===== src/rtl/passcode_pkg.sv =====
// passcode_pkg
// Shared definitions for the passcode unit: the lock-state codes that the
// StateManager publishes, the non-digit key codes, and small helpers that
// classify keys and states.
package passcode_pkg;

  // Lock states as published by StateManager (110 is unused).
  typedef enum logic [2:0] {
    ST_OFF    = 3'b000,
    ST_ON     = 3'b001,
    ST_WRONG1 = 3'b010,
    ST_WRONG2 = 3'b011,
    ST_ANSWER = 3'b100,
    ST_RESET  = 3'b101,
    ST_LOCK   = 3'b111
  } lock_state_e;

  // Decoded keypad codes; 0-9 are digits and 13-15 carry no meaning.
  localparam logic [3:0] KEY_DIGIT_MAX = 4'd9;
  localparam logic [3:0] KEY_STAR      = 4'd10;
  localparam logic [3:0] KEY_HASH      = 4'd11;
  localparam logic [3:0] KEY_CLR       = 4'd12;

  function automatic logic is_digit(input logic [3:0] key);
    return (key <= KEY_DIGIT_MAX);
  endfunction

  // States in which the user is typing a guess into the entry buffer.
  function automatic logic is_entry_state(input logic [2:0] st);
    logic r;
    case (st)
      ST_ON, ST_WRONG1, ST_WRONG2: r = 1'b1;
      default:                     r = 1'b0;
    endcase
    return r;
  endfunction

endpackage


===== src/rtl/passcode_unit_if.sv =====
// passcode_unit_if
// Bundles the keypad/lock-state inputs and the comparison outputs of the
// passcode unit.
//   key_valid, key_code : one decoded key press per strobe cycle
//   state               : lock state from StateManager
//   initialize          : level, restores the default code
//   correct             : registered match / length-ok result
//   digit_count         : digits in the active buffer
//   entry_echo          : active buffer contents (only with PASSCODE_ECHO_EN)
// modport master drives keys and state; modport slave is the passcode unit.
interface passcode_unit_if #(
  parameter int MAX_LEN = 8
) ();
  localparam int CW = $clog2(MAX_LEN + 1);

  logic          key_valid;
  logic [3:0]    key_code;
  logic [2:0]    state;
  logic          initialize;
  logic          correct;
  logic [CW-1:0] digit_count;
`ifdef PASSCODE_ECHO_EN
  logic [4*MAX_LEN-1:0] entry_echo;

  modport master (output key_valid, key_code, state, initialize,
                  input  correct, digit_count, entry_echo);
  modport slave  (input  key_valid, key_code, state, initialize,
                  output correct, digit_count, entry_echo);
`else
  modport master (output key_valid, key_code, state, initialize,
                  input  correct, digit_count);
  modport slave  (input  key_valid, key_code, state, initialize,
                  output correct, digit_count);
`endif
endinterface


===== src/rtl/passcode_buffer.sv =====
// passcode_buffer
// Digit accumulator: appends BCD digits at index count, saturates at
// MAX_LEN, and clears to all-zero slots. Slots at or above count stay 0.
//   clk, reset : clock and synchronous active-high reset
//   clear      : empty the buffer (wins over append)
//   append     : store digit at index count
//   digits     : registered contents, digit 0 in the low nibble
//   count      : registered number of stored digits
//   digits_nxt, count_nxt : values that will be registered at the next edge,
//                           so callers can produce results with one-cycle latency
module passcode_buffer #(
  parameter int MAX_LEN = 8,
  localparam int CW = $clog2(MAX_LEN + 1)
) (
  input  logic                 clk,
  input  logic                 reset,
  input  logic                 clear,
  input  logic                 append,
  input  logic [3:0]           digit,
  output logic [4*MAX_LEN-1:0] digits,
  output logic [CW-1:0]        count,
  output logic [4*MAX_LEN-1:0] digits_nxt,
  output logic [CW-1:0]        count_nxt
);
  localparam int            DW          = 4 * MAX_LEN;
  localparam logic [DW-1:0] ZERO_DIGITS = {DW{1'b0}};
  localparam logic [CW-1:0] ZERO_CNT    = {CW{1'b0}};
  localparam logic [CW-1:0] MAX_CNT     = CW'(MAX_LEN);
  localparam logic [CW-1:0] ONE_CNT     = CW'(1);

  logic [DW-1:0] digits_q, digits_d;
  logic [CW-1:0] count_q, count_d;

  // Next buffer contents: clear, saturating append, or hold.
  always_comb begin
    digits_d = digits_q;
    count_d  = count_q;
    if (clear) begin
      digits_d = ZERO_DIGITS;
      count_d  = ZERO_CNT;
    end else if (append && (count_q < MAX_CNT)) begin
      for (int i = 0; i < MAX_LEN; i++) begin
        if (count_q == CW'(i)) begin
          digits_d[4*i +: 4] = digit;
        end else begin
          digits_d[4*i +: 4] = digits_q[4*i +: 4];
        end
      end
      count_d = count_q + ONE_CNT;
    end else begin
      digits_d = digits_q;
      count_d  = count_q;
    end
  end

  // Buffer state registers.
  always_ff @(posedge clk) begin
    if (reset) begin
      digits_q <= ZERO_DIGITS;
      count_q  <= ZERO_CNT;
    end else begin
      digits_q <= digits_d;
      count_q  <= count_d;
    end
  end

  assign digits     = digits_q;
  assign count      = count_q;
  assign digits_nxt = digits_d;
  assign count_nxt  = count_d;

endmodule


===== src/rtl/passcode_unit.sv =====
// passcode_unit
// Passcode store and comparator upstream of StateManager. Accumulates
// digits into the entry buffer (states on/wrong1/wrong2) or the new-code
// buffer (re-set state), compares against the stored code, and commits a
// new code when the lock leaves re-set for off with enough digits.
//   clk, reset : clock and synchronous active-high reset
//   bus        : passcode_unit_if.slave (keys, state, initialize, results)
// Optional feature macro: PASSCODE_ECHO_EN adds the registered entry_echo
// output carrying the active buffer contents.
module passcode_unit
  import passcode_pkg::*;
#(
  parameter int                   MAX_LEN      = 8,
  parameter int                   MIN_LEN      = 4,
  parameter logic [4*MAX_LEN-1:0] DEFAULT_CODE = {(4*MAX_LEN){1'b0}},
  parameter int                   DEFAULT_LEN  = 4
) (
  input logic            clk,
  input logic            reset,
  passcode_unit_if.slave bus
);
  localparam int            CW          = $clog2(MAX_LEN + 1);
  localparam int            DW          = 4 * MAX_LEN;
  localparam logic [DW-1:0] ZERO_DIGITS = {DW{1'b0}};
  localparam logic [CW-1:0] ZERO_CNT    = {CW{1'b0}};
  localparam logic [CW-1:0] MIN_CNT     = CW'(MIN_LEN);
  localparam logic [CW-1:0] DEF_CNT     = CW'(DEFAULT_LEN);

  logic [2:0]    state_q, state_d;
  logic [DW-1:0] stored_code_q, stored_code_d;
  logic [CW-1:0] stored_len_q, stored_len_d;
  logic          correct_q, correct_d;
  logic [CW-1:0] digit_count_q, digit_count_d;

  logic          entry_active_s, new_active_s, clear_all_s, commit_s;
  logic          key_digit_s, key_clr_s;
  logic          entry_clear_s, entry_append_s, new_clear_s, new_append_s;
  logic [DW-1:0] entry_digits_s, entry_digits_nxt_s, new_digits_s, new_digits_nxt_s;
  logic [CW-1:0] entry_count_s, entry_count_nxt_s, new_count_s, new_count_nxt_s;
  logic [DW-1:0] prev_digits_s, active_digits_nxt_s;
  logic [CW-1:0] prev_count_s;
  logic          match_s;

  passcode_buffer #(.MAX_LEN(MAX_LEN)) u_entry_buf (
    .clk        (clk),
    .reset      (reset),
    .clear      (entry_clear_s),
    .append     (entry_append_s),
    .digit      (bus.key_code),
    .digits     (entry_digits_s),
    .count      (entry_count_s),
    .digits_nxt (entry_digits_nxt_s),
    .count_nxt  (entry_count_nxt_s)
  );

  passcode_buffer #(.MAX_LEN(MAX_LEN)) u_new_buf (
    .clk        (clk),
    .reset      (reset),
    .clear      (new_clear_s),
    .append     (new_append_s),
    .digit      (bus.key_code),
    .digits     (new_digits_s),
    .count      (new_count_s),
    .digits_nxt (new_digits_nxt_s),
    .count_nxt  (new_count_nxt_s)
  );

  // Key routing, state-change clearing and commit detection.
  always_comb begin
    state_d        = bus.state;
    entry_active_s = is_entry_state(bus.state);
    new_active_s   = (bus.state == ST_RESET);
    // Any state change (or initialize) empties both buffers and swallows a
    // coincident key.
    clear_all_s    = bus.initialize | (bus.state != state_q);
    key_digit_s    = bus.key_valid & ~clear_all_s & is_digit(bus.key_code);
    key_clr_s      = bus.key_valid & ~clear_all_s & (bus.key_code == KEY_CLR);
    entry_clear_s  = clear_all_s | (key_clr_s & entry_active_s);
    entry_append_s = key_digit_s & entry_active_s;
    new_clear_s    = clear_all_s | (key_clr_s & new_active_s);
    new_append_s   = key_digit_s & new_active_s;
    // Contents of the buffer that was active last cycle; in re-set this is
    // the new-code buffer that a commit copies from.
    if (state_q == ST_RESET) begin
      prev_digits_s = new_digits_s;
      prev_count_s  = new_count_s;
    end else begin
      prev_digits_s = entry_digits_s;
      prev_count_s  = entry_count_s;
    end
    commit_s = ~bus.initialize & (state_q == ST_RESET) & (bus.state == ST_OFF)
             & (prev_count_s >= MIN_CNT);
  end

  // Stored code update: initialize beats commit, otherwise hold.
  always_comb begin
    stored_code_d = stored_code_q;
    stored_len_d  = stored_len_q;
    if (bus.initialize) begin
      stored_code_d = DEFAULT_CODE;
      stored_len_d  = DEF_CNT;
    end else if (commit_s) begin
      stored_code_d = prev_digits_s;
      stored_len_d  = prev_count_s;
    end else begin
      stored_code_d = stored_code_q;
      stored_len_d  = stored_len_q;
    end
  end

  // Next-cycle comparison and count, built from the buffers' next values so
  // the outputs reflect a key one cycle after it arrives.
  always_comb begin
    correct_d     = 1'b0;
    digit_count_d = ZERO_CNT;
    if (entry_active_s) begin
      active_digits_nxt_s = entry_digits_nxt_s;
    end else if (new_active_s) begin
      active_digits_nxt_s = new_digits_nxt_s;
    end else begin
      active_digits_nxt_s = ZERO_DIGITS;
    end
    // Only the first stored_len digits take part in the comparison.
    match_s = 1'b1;
    for (int i = 0; i < MAX_LEN; i++) begin
      if ((CW'(i) < stored_len_d) &&
          (active_digits_nxt_s[4*i +: 4] != stored_code_d[4*i +: 4])) begin
        match_s = 1'b0;
      end else begin
        match_s = match_s;
      end
    end
    if (entry_active_s) begin
      correct_d     = (entry_count_nxt_s == stored_len_d) & match_s;
      digit_count_d = entry_count_nxt_s;
    end else if (new_active_s) begin
      correct_d     = (new_count_nxt_s >= MIN_CNT);
      digit_count_d = new_count_nxt_s;
    end else begin
      correct_d     = 1'b0;
      digit_count_d = ZERO_CNT;
    end
  end

  // Previous state, stored code and registered results.
  always_ff @(posedge clk) begin
    if (reset) begin
      state_q       <= ST_OFF;
      stored_code_q <= DEFAULT_CODE;
      stored_len_q  <= DEF_CNT;
      correct_q     <= 1'b0;
      digit_count_q <= ZERO_CNT;
    end else begin
      state_q       <= state_d;
      stored_code_q <= stored_code_d;
      stored_len_q  <= stored_len_d;
      correct_q     <= correct_d;
      digit_count_q <= digit_count_d;
    end
  end

  assign bus.correct     = correct_q;
  assign bus.digit_count = digit_count_q;

`ifdef PASSCODE_ECHO_EN
  logic [DW-1:0] entry_echo_q, entry_echo_d;

  // Echo source: the active buffer's next contents (zero with no active buffer).
  always_comb begin
    entry_echo_d = active_digits_nxt_s;
  end

  // Registered display echo.
  always_ff @(posedge clk) begin
    if (reset) begin
      entry_echo_q <= ZERO_DIGITS;
    end else begin
      entry_echo_q <= entry_echo_d;
    end
  end

  assign bus.entry_echo = entry_echo_q;
`endif

endmodule


===== src/flat_wrapper.sv =====
// flat-port wrapper written by rule: the top's interface ports become plain ports
module passcode_unit_flat import passcode_pkg::*;
#(
  parameter int                   MAX_LEN      = 8,
  parameter int                   MIN_LEN      = 4,
  parameter logic [4*MAX_LEN-1:0] DEFAULT_CODE = {(4*MAX_LEN){1'b0}},
  parameter int                   DEFAULT_LEN  = 4
)
  (clk, reset, bus_key_valid, bus_key_code, bus_state, bus_initialize, bus_correct, bus_digit_count);
  passcode_unit_if #(.MAX_LEN(MAX_LEN)) bus_i ();
  input logic clk;
  input logic reset;
  input wire logic [$bits(bus_i.key_valid)-1:0] bus_key_valid;
  input wire logic [$bits(bus_i.key_code)-1:0] bus_key_code;
  input wire logic [$bits(bus_i.state)-1:0] bus_state;
  input wire logic [$bits(bus_i.initialize)-1:0] bus_initialize;
  output wire logic [$bits(bus_i.correct)-1:0] bus_correct;
  output wire logic [$bits(bus_i.digit_count)-1:0] bus_digit_count;
  assign bus_i.key_valid = bus_key_valid;
  assign bus_i.key_code = bus_key_code;
  assign bus_i.state = bus_state;
  assign bus_i.initialize = bus_initialize;
  assign bus_correct = bus_i.correct;
  assign bus_digit_count = bus_i.digit_count;
  passcode_unit #(.MAX_LEN(MAX_LEN), .MIN_LEN(MIN_LEN), .DEFAULT_CODE(DEFAULT_CODE), .DEFAULT_LEN(DEFAULT_LEN)) u_core (.clk(clk), .reset(reset), .bus(bus_i));
endmodule

===== config.mk =====
export PLATFORM = sky130hd
export DESIGN_NAME = passcode_unit_flat
export DESIGN_NICKNAME = d
export VERILOG_FILES = /design/src/rtl/passcode_pkg.sv /design/src/rtl/passcode_unit_if.sv /design/src/rtl/passcode_buffer.sv /design/src/rtl/passcode_unit.sv /design/src/flat_wrapper.sv
export SDC_FILE = /design/constraint.sdc
export NUM_CORES = 1
export LEC_CHECK = 0
export BUFFER_PORTS_ARGS = -buffer_cell sky130_fd_sc_hd__buf_4
export CORE_ASPECT_RATIO = 1.2
export CORE_MARGIN = 3
export CORE_UTILIZATION = 50
export DETAILED_ROUTE_END_ITERATION = 10
export GPL_TIMING_DRIVEN = 0
export PLACE_DENSITY = 0.66
export SKIP_LAST_GASP = 1
export SYNTH_ARGS = -nofsm -noshare
export SYNTH_HDL_FRONTEND = slang
export SYNTH_HIERARCHICAL = 1
export SYNTH_SLANG_ARGS = --single-unit

===== constraint.sdc =====
create_clock -name clk -period 6.4 [get_ports clk]
set_clock_uncertainty 0.1 [all_clocks]
set_input_delay 0.64 -clock clk [delete_from_list [all_inputs] [get_ports clk]]
set_output_delay 0.64 -clock clk [all_outputs]
set_load 0.01 [all_outputs]

== Word-level counts from Yosys, hierarchy flattened ==
Index checks and enable logic that the tools add are counted.
Storage, ports and cells
  register bits: 116
  output and inout port bits: 5
Operators by class
  add/subtract/negate cells: 2
  order comparisons: 13
  equal/unequal tests: 30
  muxes and demuxes: 45
  bitwise logic cells: 16
  reductions and logical operators: 14
Operator list (count)
  $mux W32: 9
  $mux W4: 25
  $eq A4 B3 Y1 const B: 8
  $ne A4 B4 Y1: 8
  $eq A4 B2 Y1 const B: 4
  $lt A3 B4 Y1 const A: 4
  $and A1 B1 Y1: 11
  $mux W1: 11
  $logic_and A1 B1 Y1: 10
  $add A4 B1 Y4 const B: 2
  $eq A4 B1 Y1 const B: 2
  $ge A4 B3 Y1 const B: 2
  $logic_not A4 Y1: 2
  $lt A1 B4 Y1 const A: 2
  $lt A2 B4 Y1 const A: 2
  $lt A4 B4 Y1 const B: 2
  $eq A3 B2 Y1 const B: 2
  $eq A3 B3 Y1 const B: 2
  $eq A4 B4 Y1: 1
  $eq A4 B4 Y1 const B: 1
  $le A4 B4 Y1 const B: 1
  $eq A3 B1 Y1 const B: 1
  $logic_not A3 Y1: 1
  $ne A3 B3 Y1: 1
  other kinds (3): 6

== Longest topological paths before layout ==
Gate-level depths: netlist (run 1).
  depth in word-level cells: 23
  gate-level depth with buffers: 18

== By module ==
Netlist (run 1), hierarchy kept.
Modules (own cells, without submodules)
  passcode_buffer: instances 2, cells each 180, area an instance 1686.6 um^2, seq. area each 720.7 um^2
  passcode_unit: instances 1, cells each 384, area an instance 3026.7 um^2, seq. area each 880.8 um^2

== Worst setup path before layout (run 1) ==
Ideal clock, no wire load.
  kind: input to register
  from: input port bus_initialize
  to: register u_core.correct_q (netlist: u_core/bus.correct)
  setup time: 0.084 ns
  arrival time: 3.586 ns
  data required time: 6.216 ns
  setup slack: 2.629 ns
  stages on the path: 18
  path buffers: 5
  cell sequence: buf_2 > clkbuf_1 > clkbuf_1 > nor4_1 > nand3_1 > nor2_1 > buf_4 > and4bb_1 > buf_6 > mux2i_1 > nor2_1 > a22oi_1 > nand3_1 > nor3_1 > a311oi_1 > o21ai_0 > a32oi_1 > o31ai_2
RTL lines
  from (decl): line flat_wrapper.sv:16  | input wire logic [$bits(bus_i.initialize)-1:0] bus_initialize;
  $or A1 B1 Y1: line passcode_unit.sv:75  | clear_all_s = bus.initialize | (bus.state != state_q);
  $not A1 Y1: line passcode_unit.sv:76  | key_digit_s = bus.key_valid & ~clear_all_s & is_digit(bus.key_code);
  $and A1 B1 Y1 (2 in series): line passcode_unit.sv:76
  $and A1 B1 Y1: line passcode_unit.sv:79  | entry_append_s = key_digit_s & entry_active_s;
  via u_core.entry_append_s: line passcode_unit.sv:37  | logic entry_clear_s, entry_append_s, new_clear_s, new_append_s;
  $logic_and A1 B1 Y1: line passcode_buffer.sv:41  | end else if (append && (count_q < MAX_CNT)) begin
  $mux W32: line passcode_buffer.sv:41
  $mux W32: line passcode_buffer.sv:38  | if (clear) begin
  via u_core.entry_digits_nxt_s[0]: line passcode_unit.sv:38  | logic [DW-1:0] entry_digits_s, entry_digits_nxt_s, new_digits_s, new_digits_nxt_s;
  $mux W32: line passcode_unit.sv:116  | if (entry_active_s) begin
  $ne A4 B4 Y1: line passcode_unit.sv:127  | (active_digits_nxt_s[4*i +: 4] != stored_code_d[4*i +: 4])) begin
  $logic_and A1 B1 Y1: line passcode_unit.sv:126  | if ((CW'(i) < stored_len_d) &&
  $mux W1 (8 in series): line passcode_unit.sv:126
  $and A1 B1 Y1: line passcode_unit.sv:134  | correct_d = (entry_count_nxt_s == stored_len_d) & match_s;
  $mux W1: line passcode_unit.sv:133  | if (entry_active_s) begin
  to (signal assigned): line passcode_unit.sv:157  | correct_q <= correct_d;
  to (decl): line passcode_unit.sv:32  | logic correct_q, correct_d;
The timed path passes the listed nets, and every way through them passes these cells.
A chain may end at the register's enable or synchronous reset.

== Worst setup path after layout (run 1) ==
  from: input port bus_initialize
  to: register u_core.correct_q (netlist: u_core/bus.correct)
RTL lines
  $or A1 B1 Y1 *: line passcode_unit.sv:75
  $not A1 Y1: line passcode_unit.sv:77  | key_clr_s = bus.key_valid & ~clear_all_s & (bus.key_code == KEY_CLR);
  $and A1 B1 Y1 (2 in series): line passcode_unit.sv:77
  $and A1 B1 Y1: line passcode_unit.sv:80  | new_clear_s = clear_all_s | (key_clr_s & new_active_s);
  $or A1 B1 Y1 *: line passcode_unit.sv:80
  via u_core.new_clear_s: line passcode_unit.sv:37
  $mux W32 *: line passcode_buffer.sv:38
  via u_core.new_digits_nxt_s[22]: line passcode_unit.sv:38
  $mux W32 *: line passcode_unit.sv:118  | end else if (new_active_s) begin
  $mux W32 *: line passcode_unit.sv:116
  $ne A4 B4 Y1 *: line passcode_unit.sv:127
  $logic_and A1 B1 Y1 *: line passcode_unit.sv:126
  $mux W1 * (3 in series): line passcode_unit.sv:126
  $and A1 B1 Y1 *: line passcode_unit.sv:134
  $mux W1 *: line passcode_unit.sv:133
The timed path passes the listed nets; every way through them passes the cells marked *.

==> flow_metrics.env, run 1 <==
export IMPL_fin_crit_ns=4.795
export IMPL_slew_violations=0
export IMPL_outcome="finished clean"
export IMPL_clk_path_buf_depth=2
export IMPL_use_met3=0.07719
export IMPL_post_route_period_util=0.7492
export IMPL_drive_gt1_frac=0.1207
export IMPL_die_x_um=109.3
export IMPL_wl_per_cell_um=21.19
export IMPL_ys_flop_type="dfxtp_1"
export IMPL_vias=5726
export IMPL_path_max_fanout=10
export IMPL_max_cap_violations=0
export IMPL_multiInputGateArea_um2=3602
export IMPL_syn_to_final_growth_pct=14.45
export IMPL_postCtsResizedCells=0
export IMPL_ant_nets=0
export IMPL_fillers=1108
export IMPL_rsz0062_at_grt="no"
export IMPL_grt_busiest_layer="met2"
export IMPL_dp_cells=916
export IMPL_clkSinkCount=116
export IMPL_nets=793
export IMPL_htreeDepth=4
export IMPL_globalplace_congestion=0.9357
export IMPL_postCtsSetupBuffers=0
export IMPL_power_leakage_nw=2.600
export IMPL_drt_iter0_markers=494
export IMPL_met1_usage=0.3747
export IMPL_routed_via_density=6.040
export IMPL_dp_final_hpwl_um=14820
export IMPL_ys_ff_latch=116
export IMPL_cts_root_buf="clkbuf_16"
export IMPL_max_slew_worst_pin_slew_ns=1.229
export IMPL_n_antenna_cell=0
export IMPL_max_slew_margin_rel=0.1787
export IMPL_hold_class="reg -> reg"
export IMPL_final_cells=948
export IMPL_avgSynthCellArea_um2=8.602
export IMPL_netlist_area_um2=6400
export IMPL_grt_first_pass_wirelength_um=31130
export IMPL_worstPathRequired_ns=6.60
export IMPL_met2_usage=0.4660
export IMPL_tns_ns=0
export IMPL_syn_inst=744
export IMPL_crit_type="in -> reg"
export IMPL_numCtsBuffers=17
export IMPL_synth_area_top_cells="dfxtp_1 (36%), mux2i_1 (11%), nor2_1 (9.9%)"
export IMPL_ctsHoldBuffers=0
export IMPL_r2r_setup_slack_ns=2.52
export IMPL_ios=16
export IMPL_synthArstFlopShare=0
export IMPL_pre_cts_slack_ns=1.434
export IMPL_synth_top_area_share=0.3629
export IMPL_fmax_ghz=0.2086
export IMPL_yosysWarnings=6
export IMPL_clk_pin_slew_ns=0.06
export IMPL_irDropWorstVdd_mv=0.1651
export IMPL_cts_tree="done"
export IMPL_drcViolationCount=0
export IMPL_finalWirelength_um=20090
export IMPL_synth_edf_count=0
export IMPL_worst_slack_ns=1.605
export IMPL_grt_pass1_vias=5674
export IMPL_core_area_um2=12330
export IMPL_dr_pass1_iters=5
export IMPL_placementRows=44
export IMPL_worst_setup_path_start_kind="primary input"
export IMPL_cp_arrival_ns=5.00
export IMPL_grt_max_degree=17
export IMPL_yosys_area_top_type="dfxtp_1"
export IMPL_ys_types=57
export IMPL_placed_cell_area_um2=6684
export IMPL_die_h_um=129.9
export IMPL_gr_total_overflow=0
export IMPL_worst_hold_slack_ns=0.3528
export IMPL_insertion_delay_ns=0.42
export IMPL_setup_viol=0
export IMPL_seq_area_um2=2322
export IMPL_antenna_found_initial=0
export IMPL_hold_viol_final=0
export IMPL_io_buffers=11
export IMPL_p_per_area_nw_per_um2=251.2
export IMPL_grtUsageTotal=0.2965
export IMPL_final_area_um2=7325
export IMPL_end_kind="flop"
export IMPL_ys_seq_area_frac=0.3629
export IMPL_start_util=0.5190
export IMPL_fp_dieArea_um2=14200
export IMPL_synth_nets=763
-- report_power, final --
part | switching, W | internal (W)
Sequential | 0.000000932 | 0.000724
Clock | 0.000348 | 0.000688
Combinational | 0.0000603 | 0.0000194
-- stage by stage --
step | utilization | power, W
after floorplan | - | 0.0007856
after global placement | 0.5420 | 0.0008169
after detailed placement | 0.5420 | 0.0008175
after CTS | 0.5940 | 0.001846
after global routing | 0.5940 | 0.001889
final | 0.5940 | 0.001840
-- cell usage after synthesis (3+ instances only) --
cell type	n
nand2_1	18
buf_6	19
nand2b_1	3
nand4b_2	8
and3_1	3
nor4_1	6
or2_2	5
xnor2_1	21
nor2b_1	8
or3_1	3
nand4_1	28
nand3b_1	3
a22o_1	7
nor2_1	169
mux2i_1	73
dfxtp_1	116
a32oi_1	5
inv_1	7
o21ai_0	12
a41oi_1	3
o31ai_1	21
xor2_1	13
a22oi_1	30
ha_1	8
nand3_1	5
buf_4	3
a21oi_1	41
clkbuf_1	42
a31oi_1	3
and4bb_1	8
buf_2	9
nor3_1	9
-- metal layers --
| layer | vias up | wire (um) |
|---|---|---|
| li1 | 2710 | - |
| met1 | 2686 | 8444 |
| met2 | 269 | 9230 |
| met3 | 61 | 1605 |
| met4 | 0 | 811 |
| met5 | - | 0 |
-- cell type report --
type / count / area share
buffer: 75 / 0.06133
clock buffer: 19 / 0.05910
clock inverter: 13 / 0.02836
inverter: 7 / 0.003587
multi-input combinational: 546 / 0.4918
sequential: 116 / 0.3170
tap: 161 / 0.02750
timing repair buffer: 11 / 0.01127
-- layout by cell type (no fill, tap or decap), types with 9 or more instances in the layout --
master     netlist  routed
o21ai_0         12      12
xnor2_1         21      21
buf_2            9       9
nand4_1         28      28
xor2_1          13      13
nor2_1         169     169
buf_6           19      19
nor3_1           9       9
mux2i_1         73      73
buf_4            3      14
dfxtp_1        116     116
a22oi_1         30      30
clkbuf_16        0      17
clkbuf_1        42      44
a21oi_1         41      41
o31ai_1         21      21
nand2_1         18      18
-- registers in the layout, summed over array words and instances, names as in the netlist --
register	cells
u_core/stored_len_q	4
u_core/u_entry_buf/digits	32
u_core/bus.correct	1
u_core/state_q	3
u_core/bus.digit_count	4
u_core/u_new_buf/digits	32
u_core/u_new_buf/count	4
u_core/u_entry_buf/count	4
u_core/stored_code_q	32
-- cells by family (layout without fill, tap and decap cells) --
| family | after synthesis | in the layout | share of synthesized area |
|---|---|---|---|
| and+or+nand+nor | 289 | 289 | 0.2325 |
| AOI/OAI and AO/OA | 140 | 140 | 0.1505 |
| DFF | 116 | 116 | 0.3629 |
| buffers and inverters | 82 | 125 | 0.07429 |
| muxes | 75 | 75 | 0.1177 |
| xor gates and xnor gates | 34 | 34 | 0.04653 |
| adders and majority gates | 8 | 8 | 0.01564 |
-- worst max-delay path: stages --
cell and delay, ns:
buf_2 0.22, clkbuf_1 0.58, clkbuf_1 0.53, nor4_1 0.18, o21ai_0 0.21, clkbuf_1 0.44, clkbuf_1 0.57, nor2_1 0.19
a22oi_1 0.48, nor2_1 0.10, a32oi_1 0.21, nand2b_1 0.12, o211ai_1 0.12, a31oi_1 0.29, o31ai_2 0.10
-- final timing paths --
kind                                               start                        to  cells after the start
worst max-delay path                      bus_initialize        u_core/bus.correct                     15
worst min-delay path            u_core/stored_code_q[29]  u_core/stored_code_q[29]                      2
worst max register to register         u_core/state_q[1]        u_core/bus.correct                     15
worst min register to register  u_core/stored_code_q[29]  u_core/stored_code_q[29]                      2
No activity file was read; power rests on OpenSTA's default activity.
==> run 2, diff against run 1 <==
PLACE_DENSITY = 0.69   (was 0.66)
clock period = 3.9 ns   (was 6.4 ns; I/O delays follow)
==> run 2 against run 1 <==
Effect of this change:
- core utilization grew 0.53 points
- global-route usage shrank 0.45 points
- clock power grew 68%
- hold slack lost 0.20 ns
- register-to-register slack lost 2.4 ns
- count of clock-buffer cells in the layout grew 4
- cell count shrank 0.21%
- setup slack lost 1.5 ns
- total power grew 67%
- wire length grew 1.7%
- critical path depth grew 1
==> flow_metrics.env, run 2 (synthesis gave the netlist of run 1 again) <==
export IMPL_worst_setup_path_start_kind="primary input"
export IMPL_cp_startpoint="bus_initialize"
export IMPL_final_common_cell="nor2_1"
export IMPL_fin_crit_ns=3.748
export IMPL_fmax_ghz=0.2668
export IMPL_grt_max_degree=19
export IMPL_n_antenna_cell=0
export IMPL_p_int_w=0.002434
export IMPL_worst_slack_ns=0.1519
export IMPL_postCtsSetupBuffers=0
export IMPL_pwr_share_seq=0.386
export IMPL_worstPathRequired_ns=4.12
export IMPL_gr_total_overflow=0
export IMPL_power_leakage_nw=2.637
export IMPL_crit_path_end="u_core/bus.correct"
export IMPL_finalWirelength_um=20430
export IMPL_end_kind="flop"
export IMPL_slew_violations=0
export IMPL_placementRows=44
export IMPL_ios=16
export IMPL_syn_to_final_growth_pct=15.46
export IMPL_grt_pass1_vias=5512
export IMPL_drive_gt1_frac=0.1287
export IMPL_rr_worst_depth=15
export IMPL_die_x_um=109.3
export IMPL_io_buffers=11
export IMPL_reg2reg_from="u_core/state_q[1]"
export IMPL_hold_viol_final=0
export IMPL_ant_nets=0
export IMPL_vias=5888
export IMPL_fp_dieArea_um2=14200
export IMPL_start_util=0.5190
export IMPL_final_util=0.5992
export IMPL_power_frac_clock=0.569
export IMPL_outcome="finished clean"
export IMPL_dr_pass1_iters=8
export IMPL_wl_per_cell_um=21.60
export IMPL_nets=792
export IMPL_critPathTopFamily="simple AND/OR/NAND/NOR gates"
export IMPL_clk_path_buf_depth=2
export IMPL_post_route_period_util=0.9611
export IMPL_numCtsBuffers=17
export IMPL_cpMaxStageDelayCell="nor4_2"
export IMPL_drt_iter0_markers=674
export IMPL_max_slew_margin_rel=0.1281
export IMPL_grt_first_pass_wirelength_um=30910
export IMPL_clk_pin_slew_ns=0.05
export IMPL_globalplace_congestion=1.023
export IMPL_irDropWorstVdd_mv=0.2562
export IMPL_htreeDepth=4
export IMPL_critical_path_depth=16
export IMPL_core_area_um2=12330
export IMPL_cts_root_buf="clkbuf_16"
export IMPL_cp_arrival_ns=3.97
export IMPL_r2r_setup_slack_ns=0.16
export IMPL_p_sw_frac=0.2099
export IMPL_p_total_w=0.003081
export IMPL_path_buf_inv=4
export IMPL_path_max_fanout=18
export IMPL_grtUsageTotal=0.2920
export IMPL_rr_endpoint="u_core/bus.correct"
export IMPL_cts_tree="done"
export IMPL_drcViolationCount=0
export IMPL_die_h_um=129.9
export IMPL_setup_viol=0
export IMPL_p_per_area_nw_per_um2=416.9
export IMPL_tns_ns=0
export IMPL_routed_via_density=6.224
export IMPL_slowest_delay_ns=0.39
export IMPL_hold_class="in -> reg"
export IMPL_crit_type="in -> reg"
export IMPL_cp_cell_sequence="buf_2 > buf_2 > nor4_4 > nand3_1 > nor2_1 > buf_4 > and4bb_1 > buf_6 > mux2i_1 > nor2_1 > a22oi_1 > xnor2_1 > nor4_2 > and3_1 > a31oi_1 > o31ai_2"
export IMPL_antenna_found_initial=0
export IMPL_clkSinkCount=116
export IMPL_pre_cts_slack_ns=-0.7479
export IMPL_comb_power_share=0.044
export IMPL_insertion_delay_ns=0.42
export IMPL_max_cap_violations=0
export IMPL_max_slew_worst_pin_slew_ns=1.305
export IMPL_dp_final_hpwl_um=14550
export IMPL_mostFrequentLayoutCells="nor2_1 (169), dfxtp_1 (116), mux2i_1 (72)"
export IMPL_p_sw_w=0.0006467
## run 2: power groups by stage
stage	combinational, W	clock (W)	sequential [W]
after global placement	0.000128	0	0.00121
after CTS	0.000129	0.00176	0.00119
after floorplan	0.0000754	0	0.00121
final	0.000137	0.00175	0.00119
after detailed placement	0.000128	0	0.00121
after global routing	0.000141	0.00184	0.00119
## run 2: what timing repair did
| item | CTS | global route |
|---|---|---|
| gates resized for setup | 4 | 5 |
| endpoints found under the setup margin | 1 | 1 |
| hold buffers | 0 | 0 |
## run 2: worst min path at each step
stage,from,to,slack [ns],cells after the start
2_1_floorplan,u_core/stored_code_q[16],u_core/stored_code_q[16],0.33,2
3_5_place_dp,u_core/stored_code_q[18],u_core/stored_code_q[18],0.35,2
3_3_place_gp,u_core/stored_code_q[16],u_core/stored_code_q[16],0.34,2
5_1_grt,reset,u_core/state_q[0],0.16,2
4_1_cts,reset,u_core/state_q[0],0.14,2
6_report,reset,u_core/state_q[0],0.15,2
## run 2: per-stage QoR
stage | cells | cell area (um^2) | hold slack, ns
floorplan | 744 | 6400 | 0.3318
detailed placement | 916 | 6684 | 0.3461
finish | 946 | 7390 | 0.1545
global route | 946 | 7390 | 0.1553
global placement | 916 | 6684 | 0.3423
CTS | 946 | 7363 | 0.1427
## run 2: cell type report
cell class | instances | area, um^2
fill | 1121 | 4942
sequential | 116 | 2322
buffer | 74 | 447.9
multi-input combinational | 546 | 3641
clock inverter | 8 | 170.2
timing repair buffer | 11 | 82.58
inverter | 7 | 26.28
clock buffer | 23 | 498.0
tap | 161 | 201.4
## run 2: worst register-to-register path: stages, from the launching register on
cell,delay (ns)
dfxtp_1,0.33
xor2_1,0.18
nor4_4,0.35
nand3_1,0.15
nor2_1,0.19
buf_4,0.22
and4bb_1,0.31
buf_6,0.15
mux2i_1,0.24
nor2_1,0.06
a22oi_1,0.24
xnor2_1,0.13
nor4_2,0.39
and3_1,0.24
a31oi_1,0.13
o31ai_2,0.24
## run 2: routing by layer
layer | global-route usage | share of wire
met3 | 0.07224 | 0.086
met4 | 0.1255 | 0.044
met2 | 0.4693 | 0.46
met5 | 0 | 0
met1 | 0.3731 | 0.41
